$ cat config.mk
export PLATFORM = sky130hd
export DESIGN_NAME = ttc_irq_arbiter30
export DESIGN_NICKNAME = d
export VERILOG_FILES = /design/src/rtl/ttc_irq_arbiter30.sv
export SDC_FILE = /design/constraint.sdc
export NUM_CORES = 1
export LEC_CHECK = 0
export ABC_AREA = 1
export CAP_MARGIN = 20
export CORE_UTILIZATION = 50
export CTS_CLUSTER_DIAMETER = 50
export CTS_CLUSTER_SIZE = 25
export DETAILED_ROUTE_END_ITERATION = 8
export GPL_TIMING_DRIVEN = 0
export PLACE_DENSITY = 0.94
export SYNTH_ARGS = -nofsm -noshare
export SYNTH_HDL_FRONTEND = slang
export SYNTH_SLANG_ARGS = --single-unit
$ cat constraint.sdc
create_clock -name pclk30 -period 5.15 [get_ports pclk30]
set_input_delay 0.7725 -clock pclk30 [delete_from_list [all_inputs] [get_ports pclk30]]
set_output_delay 0.7725 -clock pclk30 [all_outputs]
set_load 0.02 [all_outputs]
$ cat src/rtl/ttc_irq_arbiter30.sv
// Interrupt arbiter for the three TTC counters: picks one pending source,
// presents its ID/status to the CPU and pulses that counter's clear on acknowledge.
module ttc_irq_arbiter30 #(
  parameter int SETTLE_CYC = 2
) (
  input  logic        pclk30,
  input  logic        n_p_reset30,
  input  logic [2:0]  irq_in30,
  input  logic [17:0] irq_stat30,
  input  logic        cfg_sel30,
  input  logic [4:0]  pwdata30,
  input  logic        cpu_ack30,
  output logic        irq_out30,
  output logic [1:0]  irq_id30,
  output logic [5:0]  irq_status_out30,
  output logic [2:0]  clear_interrupt30,
  output logic [3:0]  cfg_out30,
  output logic        overrun30
);

  typedef enum logic [1:0] {ST_IDLE, ST_PRESENT, ST_CLEAR, ST_SETTLE} state_t;

  localparam logic [3:0] LP_SETTLE_LAST = 4'(SETTLE_CYC - 1);

  state_t      r_state;
  logic [1:0]  r_last;
  logic [1:0]  r_id;
  logic [5:0]  r_status;
  logic        r_irqOut;
  logic [2:0]  r_clear;
  logic [3:0]  r_settleCnt;
  logic        r_mode;
  logic [2:0]  r_mask;
  logic [2:0]  r_irqPrev;
  logic        r_overrun;

  logic [2:0]  w_elig;
  logic [1:0]  w_start;
  logic [1:0]  w_winner;
  logic [5:0]  w_winStat;
  logic [2:0]  w_grantOneHot;
  logic [2:0]  w_rise;

  assign w_elig        = irq_in30 & ~r_mask;
  assign w_grantOneHot = 3'b001 << r_id;
  assign w_rise        = irq_in30 & ~r_irqPrev & ~r_mask & ~w_grantOneHot;

  // Fixed mode always starts the search at source 0; round-robin starts after the last grant.
  always_comb begin
    w_start = 2'd0;
    if (r_mode) begin
      w_start = (r_last == 2'd2) ? 2'd0 : r_last + 2'd1;
    end
  end

  always_comb begin
    w_winner = 2'd0;
    case (w_start)
      2'd1: begin
        if (w_elig[1])      w_winner = 2'd1;
        else if (w_elig[2]) w_winner = 2'd2;
        else                w_winner = 2'd0;
      end
      2'd2: begin
        if (w_elig[2])      w_winner = 2'd2;
        else if (w_elig[0]) w_winner = 2'd0;
        else                w_winner = 2'd1;
      end
      default: begin
        if (w_elig[0])      w_winner = 2'd0;
        else if (w_elig[1]) w_winner = 2'd1;
        else                w_winner = 2'd2;
      end
    endcase
  end

  always_comb begin
    w_winStat = 6'd0;
    case (w_winner)
      2'd0:    w_winStat = irq_stat30[5:0];
      2'd1:    w_winStat = irq_stat30[11:6];
      default: w_winStat = irq_stat30[17:12];
    endcase
  end

  always_ff @(posedge pclk30 or negedge n_p_reset30) begin
    if (!n_p_reset30) begin
      r_state     <= ST_IDLE;
      r_last      <= 2'd2;
      r_id        <= 2'd3;
      r_status    <= 6'd0;
      r_irqOut    <= 1'b0;
      r_clear     <= 3'b000;
      r_settleCnt <= 4'd0;
    end else begin
      case (r_state)
        ST_IDLE: begin
          if (|w_elig) begin
            r_id     <= w_winner;
            r_status <= w_winStat;
            r_irqOut <= 1'b1;
            r_last   <= w_winner;
            r_state  <= ST_PRESENT;
          end
        end
        ST_PRESENT: begin
          if (cpu_ack30) begin
            r_clear  <= w_grantOneHot;
            r_irqOut <= 1'b0;
            r_id     <= 2'd3;
            r_status <= 6'd0;
            r_state  <= ST_CLEAR;
          end
        end
        ST_CLEAR: begin
          r_clear     <= 3'b000;
          r_settleCnt <= 4'd0;
          r_state     <= ST_SETTLE;
        end
        ST_SETTLE: begin
          if (r_settleCnt == LP_SETTLE_LAST) begin
            r_settleCnt <= 4'd0;
            r_state     <= ST_IDLE;
          end else begin
            r_settleCnt <= r_settleCnt + 4'd1;
          end
        end
        default: r_state <= ST_IDLE;
      endcase
    end
  end

  // Config only lands in registers, so the current grant is never disturbed.
  always_ff @(posedge pclk30 or negedge n_p_reset30) begin
    if (!n_p_reset30) begin
      r_mode    <= 1'b0;
      r_mask    <= 3'b000;
      r_irqPrev <= 3'b000;
    end else begin
      r_irqPrev <= irq_in30;
      if (cfg_sel30) begin
        r_mode <= pwdata30[0];
        r_mask <= pwdata30[3:1];
      end
    end
  end

  // A new rising source during presentation wins over a simultaneous clear request.
  always_ff @(posedge pclk30 or negedge n_p_reset30) begin
    if (!n_p_reset30) begin
      r_overrun <= 1'b0;
    end else if (r_state == ST_PRESENT && |w_rise) begin
      r_overrun <= 1'b1;
    end else if (cfg_sel30 && pwdata30[4]) begin
      r_overrun <= 1'b0;
    end
  end

  assign irq_out30         = r_irqOut;
  assign irq_id30          = r_id;
  assign irq_status_out30  = r_status;
  assign clear_interrupt30 = r_clear;
  assign cfg_out30         = {r_mask, r_mode};
  assign overrun30         = r_overrun;

endmodule

==> summary.txt, run 1 <==
Run status
  • Status: finished with violations
  • Violated checks: design-rule violations

Cells and area
  • Non-filler instance count after layout: 267
  • Reg area: 704 µm²
  • Diodes inserted: 0
  • Util after Layout: 73.6%
  • Multi-input logic area: 697 µm²
  • Fin area: 2080 µm²
  • Syn-to-layout area delta: 36.2%
  • Final net count: 276
  • Fillers: 197
  • Share of layout cells above drive strength 1: 9.75%

Worst setup path
  • R2r endpoint: irq_status_out30[3]
  • R2r startpoint: r_last[0]
  • Critical Path Start Type: flip-flop
  • Critical path endpoint: irq_id30[1]
  • Critical path class: reg -> out
  • Slowest CP cell: clkdlybuf4s50_1
  • FF-to-FF path depth: 12
  • CP Cell Sequence: clkdlybuf4s50_1
  • CP top delay family: buffers and inverters
  • Worst Setup SP: irq_id30[1]
  • Crit path arrival time: 1.56 ns
  • Required time of the critical path: 4.38 ns
  • Worst Path Buf+Inv: 1
  • Cell count along the critical path: 1
  • Critical path peak fanout: 5
  • Crit. End Element: primary output
  • FF-to-FF setup slack: 3.01 ns
  • Slowest stage delay, CP: 0.62 ns

Placement
  • Post-DP Area: 2050 µm²
  • DP HPWL: 2800 µm
  • Port-buffer cells: 45
  • Routability Congestion: 0.836
  • Dpl cells: 263

Synthesis
  • FFs w/ async S/R, synth: 100%
  • Synth unique cells: 25
  • Top cells by area, synth: dfrtp_1 (41%), nand2_1 (11%), ha_1 (7.4%), inv_1 (6.4%), nand3_1 (5.9%)
  • Mean area per synthesized cell: 8.22 µm²
  • Post-synth EDFFs: 0
  • Area leader, netlist: dfrtp_1
  • Top FF cell, synth: dfrtp_1
  • Most numerous cell in the Yosys netlist: nand2_1
  • Seq cells post-synth: 28
  • Synthesized area: 1530 µm²
  • Syn nets: 225
  • Cells after Synth: 186
  • Register area share after synthesis: 46.1%
  • Yosys warns: 0
  • Post-synth top area share: 40.9%
  • Top cells by instance count after synthesis: nand2_1 (45), inv_1 (26), dfrtp_1 (25)

Global route
  • First-pass GRT wire length: 6010 µm
  • Initial antenna violation count: 0
  • Vias in the first global route: 1379
  • Total congestion overflow: 0
  • Total Routing Usage GR: 23.9%
  • Largest net degree at the start of global routing: 17

Power and ir drop
  • Power Density: 464 nW/µm²
  • Worst VDD drop: 0.000285 V
  • Leakage: 1.00 nW

Clock tree
  • Post-CTS Setup Bufs: 0
  • TritonCTS Buffers: 3
  • Hold-fix buffers at CTS: 0
  • CTS clk-pin slew, worst paths: 0.16 ns
  • Worst-Skew Late Latency: 0.35 ns
  • Post_cts resized: 0
  • CTS root buf: clkbuf_4
  • H-tree levels: 1
  • Total clock sinks: 28
  • Clock tree buffer depth: 2
  • CTS tree: done

STA
  • Fin crit share: 45.4%
  • Setup Viol. Count Final: 0
  • RSZ-0062 raised after global routing: false
  • F_max: 428 MHz
  • Clk_skew: 0.0183 ns
  • Tmin final: 2.34 ns
  • Post-Route Setup TNS: 0 ns
  • Slew Limit Fails: 0
  • Max_slew headroom: 53.6%
  • Final hold vios: 0
  • Worst slew pin tran: 0.694 ns

Die
  • Die area: 3280 µm²
  • Die height: 57.3 µm
  • Core area: 2830 µm²
  • Initial Util: 54.0%
  • Die width: 57.3 µm
  • Top-Level Pins: 47
  • Core Rows: 19

Hold path
  • Hold/Removal Path Class: reg -> reg

Routing
  • Drt wl/cell: 13.6 µm
  • Post-route ant nets: 0
  • Initial DRC count: 80
  • Vias per cell: 5.36
  • Via Count: 1430
  • Drt total wl: 3620 µm
  • DRC: 3
  • First-pass iteration count of the detailed router: 9

Run
  • MaxCap Viol Count: 0
==> flip-flops by register name, summed over array words and instances, names as in the netlist <==
name	cells
r_settleCnt	4
r_irqPrev	3
r_last	2
irq_id30	2
overrun30	1
irq_status_out30	6
r_mask	3
r_mode	1
irq_out30	1
clear_interrupt30	3
r_state	2
==> cell families (layout without fill, tap and decap cells) <==
group | Yosys count | in the layout | share of synthesized area, %
and+or+nand+nor | 91 | 91 | 27.4
AOI/OAI and AO/OA | 26 | 26 | 10.2
xor gates and xnor gates | 1 | 1 | 0.573
adders and majority gates | 9 | 9 | 7.37
DFF | 28 | 28 | 46.1
buffers and inverters | 31 | 81 | 8.35
==> worst min-delay path by stage <==
stage          startpoint   endpoint  slack (ns)  depth (start not counted)
2_1_floorplan   r_last[1]  r_last[1]        0.47                          2
3_3_place_gp    irq_out30  irq_out30        0.46                          2
3_5_place_dp    irq_out30  irq_out30        0.46                          2
4_1_cts         irq_out30  irq_out30        0.50                          2
5_1_grt         irq_out30  irq_out30        0.51                          2
6_report        irq_out30  irq_out30        0.50                          2
==> worst register-to-register path: cells and delay by family, from the launching register on <==
| kind | cells | cell delay (ns) |
|---|---|---|
| AOI/OAI and AO/OA | 1 | 0.21 |
| adders and majority gates | 1 | 0.31 |
| buffers and inverters | 4 | 0.40 |
| DFF | 1 | 0.40 |
| and+or+nand+nor | 6 | 0.71 |
==> placed cells by master, fill, tap and decap left out, types with 2 or more instances in the layout <==
cell,n
clkbuf_4,3
clkdlybuf4s50_1,45
dfrtp_1,25
dfstp_2,3
ha_1,9
inv_1,26
inv_2,2
nand2_1,45
nand2_2,7
nand3_1,18
nand4_1,8
nor2_1,9
nor3_1,2
o21ai_0,16
o22ai_1,4
==> layer usage <==
metal	GRT usage, %	wire length, µm	vias to the layer above
met4	9.76	61	0
met1	29.8	1590	677
met3	4.99	174	7
li1	-	-	703
met2	40.5	1790	43
met5	0	0	-
==> cell type report <==
cell class | count | share of cell area (%)
sequential | 28 | 33.8
tap | 31 | 1.86
buffer | 3 | 1.08
multi-input combinational | 127 | 33.5
timing repair buffer | 46 | 23.0
clock buffer | 4 | 1.74
inverter | 28 | 5.05
==> stage by stage <==
stage	hold WS, ns	power (mW)	setup WS [ns]
detailed placement	0.462	0.852	2.85
global placement	0.456	0.828	2.88
CTS	0.504	0.968	2.81
global route	0.511	1.04	2.77
floorplan	0.475	0.666	3.44
finish	0.502	0.966	2.81
==> power breakdown <==
| group | internal, mW | total (mW) | switching [mW] |
|---|---|---|---|
| Clock | 0.0435 | 0.111 | 0.0673 |
| Combinational | 0.207 | 0.512 | 0.305 |
| Sequential | 0.295 | 0.344 | 0.0484 |
No activity file was read; power rests on OpenSTA's default activity.
==> run 2: changes to the inputs <==
Settings changed: CORE_UTILIZATION 50 to 42, PLACE_DENSITY 0.94 to 0.85.
Clock period 5.15 ns to 2 ns, I/O delays scaled along.
==> summary.txt, run 2 (synthesis results as in run 1) <==
Run status
  • Status: finished, final reports clean (was finished with violations)

STA
  • F_max: 541 MHz
  • Min Hold Slack: 0.307 ns (was 0.502 ns)
  • Slew Limit Fails: 0 (unchanged)
  • Worst slew pin tran: 0.573 ns (was 0.694 ns)
  • Tmin final: 1.85 ns
  • Final hold vios: 0 (unchanged)
  • Max_slew headroom: 61.7% (was 53.6%)
  • Fin crit share: 92.4%
  • Clk_skew: 0.00151 ns (was 0.0183 ns)
  • Setup Viol. Count Final: 0 (unchanged)

Die
  • Die height: 62.3 µm (was 57.3 µm)
  • Die area: 3890 µm² (was 3280 µm²)
  • Core area: 3420 µm² (was 2830 µm²)
  • Top-Level Pins: 47 (unchanged)
  • Core Rows: 21 (was 19)
  • Die width: 62.3 µm (was 57.3 µm)
  • Initial Util: 44.8% (was 54.0%)

Run
  • MaxCap Viol Count: 0 (unchanged)

Power and ir drop
  • Power Density: 1180 nW/µm² (was 464 nW/µm²)
  • Leakage: 1.01 nW (was 1.00 nW)
  • Worst VDD drop: 0.000750 V (was 0.000285 V)
  • Total power: 2.53 mW (was 966 µW)

Worst setup path
  • Critical Path Start Type: flip-flop (unchanged)
  • FF-to-FF path depth: 12 (unchanged)
  • R2r endpoint: irq_status_out30[2] (was irq_status_out30[3])
  • Crit path arrival time: 1.55 ns (was 1.56 ns)
  • CP Cell Sequence: clkdlybuf4s50_1 (unchanged)
  • Slowest CP cell: clkdlybuf4s50_1 (unchanged)
  • Slowest stage delay, CP: 0.61 ns (was 0.62 ns)
  • Cell count along the critical path: 1 (unchanged)
  • CP top delay family: buffers and inverters (unchanged)
  • Crit. End Element: primary output (unchanged)
  • Critical path peak fanout: 5 (unchanged)
  • R2r startpoint: r_last[0] (unchanged)
  • Worst Path Buf+Inv: 1 (unchanged)
  • Required time of the critical path: 1.70 ns (was 4.38 ns)
  • FF-to-FF setup slack: 0.20 ns (was 3.01 ns)
  • Critical path class: reg -> out (unchanged)

Cells and area
  • Share of layout cells above drive strength 1: 13.1% (was 9.75%)
  • Syn-to-layout area delta: 40.7% (was 36.2%)
  • Commonest non-fill, non-tap cells in the layout: nand2_1 (45), clkdlybuf4s50_1 (45), inv_1 (25), dfrtp_1 (25), nand3_1 (17) (was nand2_1 (45), clkdlybuf4s50_1 (45), inv_1 (26))
  • Final net count: 277 (was 276)
  • Diodes inserted: 0 (unchanged)
  • Non-filler instance count after layout: 283 (was 267)
  • Max FFs per register: 6 (unchanged)
  • Util after Layout: 63.0% (was 73.6%)
  • Fillers: 305 (was 197)

Global route
  • Total congestion overflow: 0 (unchanged)
  • Largest net degree at the start of global routing: 19 (was 17)
  • Vias in the first global route: 1299 (was 1379)
  • First-pass GRT wire length: 5800 µm (was 6010 µm)
  • Initial antenna violation count: 0 (unchanged)
  • Total Routing Usage GR: 18.6% (was 23.9%)

Clock tree
  • CTS tree: done (unchanged)
  • CTS root buf: clkbuf_4 (unchanged)
  • Total clock sinks: 28 (unchanged)
  • Clock tree buffer depth: 2 (unchanged)
  • CTS clk-pin slew, worst paths: 0.15 ns (was 0.16 ns)
  • Worst-Skew Late Latency: 0.33 ns (was 0.35 ns)
  • H-tree levels: 1 (unchanged)
  • TritonCTS Buffers: 3 (unchanged)

Placement
  • Dpl cells: 278 (was 263)
  • Port-buffer cells: 45 (unchanged)
  • DP HPWL: 2610 µm (was 2800 µm)
  • Routability Congestion: 0.846 (was 0.836)

Routing
  • DRC: 0 (was 3)
  • Via Count: 1380 (was 1430)
  • Vias per cell: 4.88 (was 5.36)
  • Initial DRC count: 39 (was 80)
  • Drt total wl: 3480 µm (was 3620 µm)
  • Post-route ant nets: 0 (unchanged)
  • First-pass iteration count of the detailed router: 4 (was 9)
  • Drt wl/cell: 12.3 µm (was 13.6 µm)

Hold path
  • Hold/Removal Path Class: in -> async (was reg -> reg)
## run 2: timing repair
item | 4_1_cts | 5_1_grt
pin swaps | 0 | 1
resized for setup | 1 | 8
endpoints found under the setup margin | 1 | 6
buffers inserted | 0 | 1
hold buffers | 0 | 0
## run 2: where the power goes
| part | internal [mW] | leakage, nW | switching [mW] |
|---|---|---|---|
| clock | 0.112 | 0.0210 | 0.172 |
| sequential | 0.760 | 0.349 | 0.125 |
| combinational | 0.569 | 0.639 | 0.791 |
## run 2: area by class of cell
type                    count  area (µm²)  area share [%]
well taps                  46        57.6            2.68
plain buffers               3        22.5            1.05
flip-flops and latches     28         704            32.8
clock buffers               4        36.3            1.69
repair buffers             47         485            22.6
multi-input cells         127         739            34.4
inverters                  28         105            4.89
## run 2: stage by stage
| step | instance area (µm²) | setup TNS [ns] | setup slack, ns |
|---|---|---|---|
| 3_5_place_dp | 2060 | 0 | 0.0231 |
| 5_1_grt | 2150 | -0.0285 | -0.0285 |
| 3_3_place_gp | 2040 | 0 | 0.147 |
| 2_1_floorplan | 1530 | 0 | 0.289 |
| 6_report | 2150 | 0 | 0.152 |
| 4_1_cts | 2110 | 0 | 0.0792 |
## run 2: worst max-delay path by stage
stage	from	to	slack, ns
floorplan	r_last[1]	irq_status_out30[5]	0.29
global placement	r_last[0]	irq_status_out30[3]	0.15
detailed placement	r_last[0]	irq_status_out30[3]	0.02
CTS	r_last[0]	irq_status_out30[3]	0.08
global route	r_mode	irq_status_out30[3]	-0.03
finish	irq_id30[1]	irq_id30[1]	0.15
## run 2: per-layer routing
| layer | vias to the layer above | routed length, µm | GRT usage [%] |
|---|---|---|---|
| li1 | 704 | - | - |
| met1 | 643 | 1590 | 24.8 |
| met2 | 29 | 1710 | 30.1 |
| met3 | 4 | 137 | 4.23 |
| met4 | 0 | 48 | 5.52 |
| met5 | - | 0 | 0 |
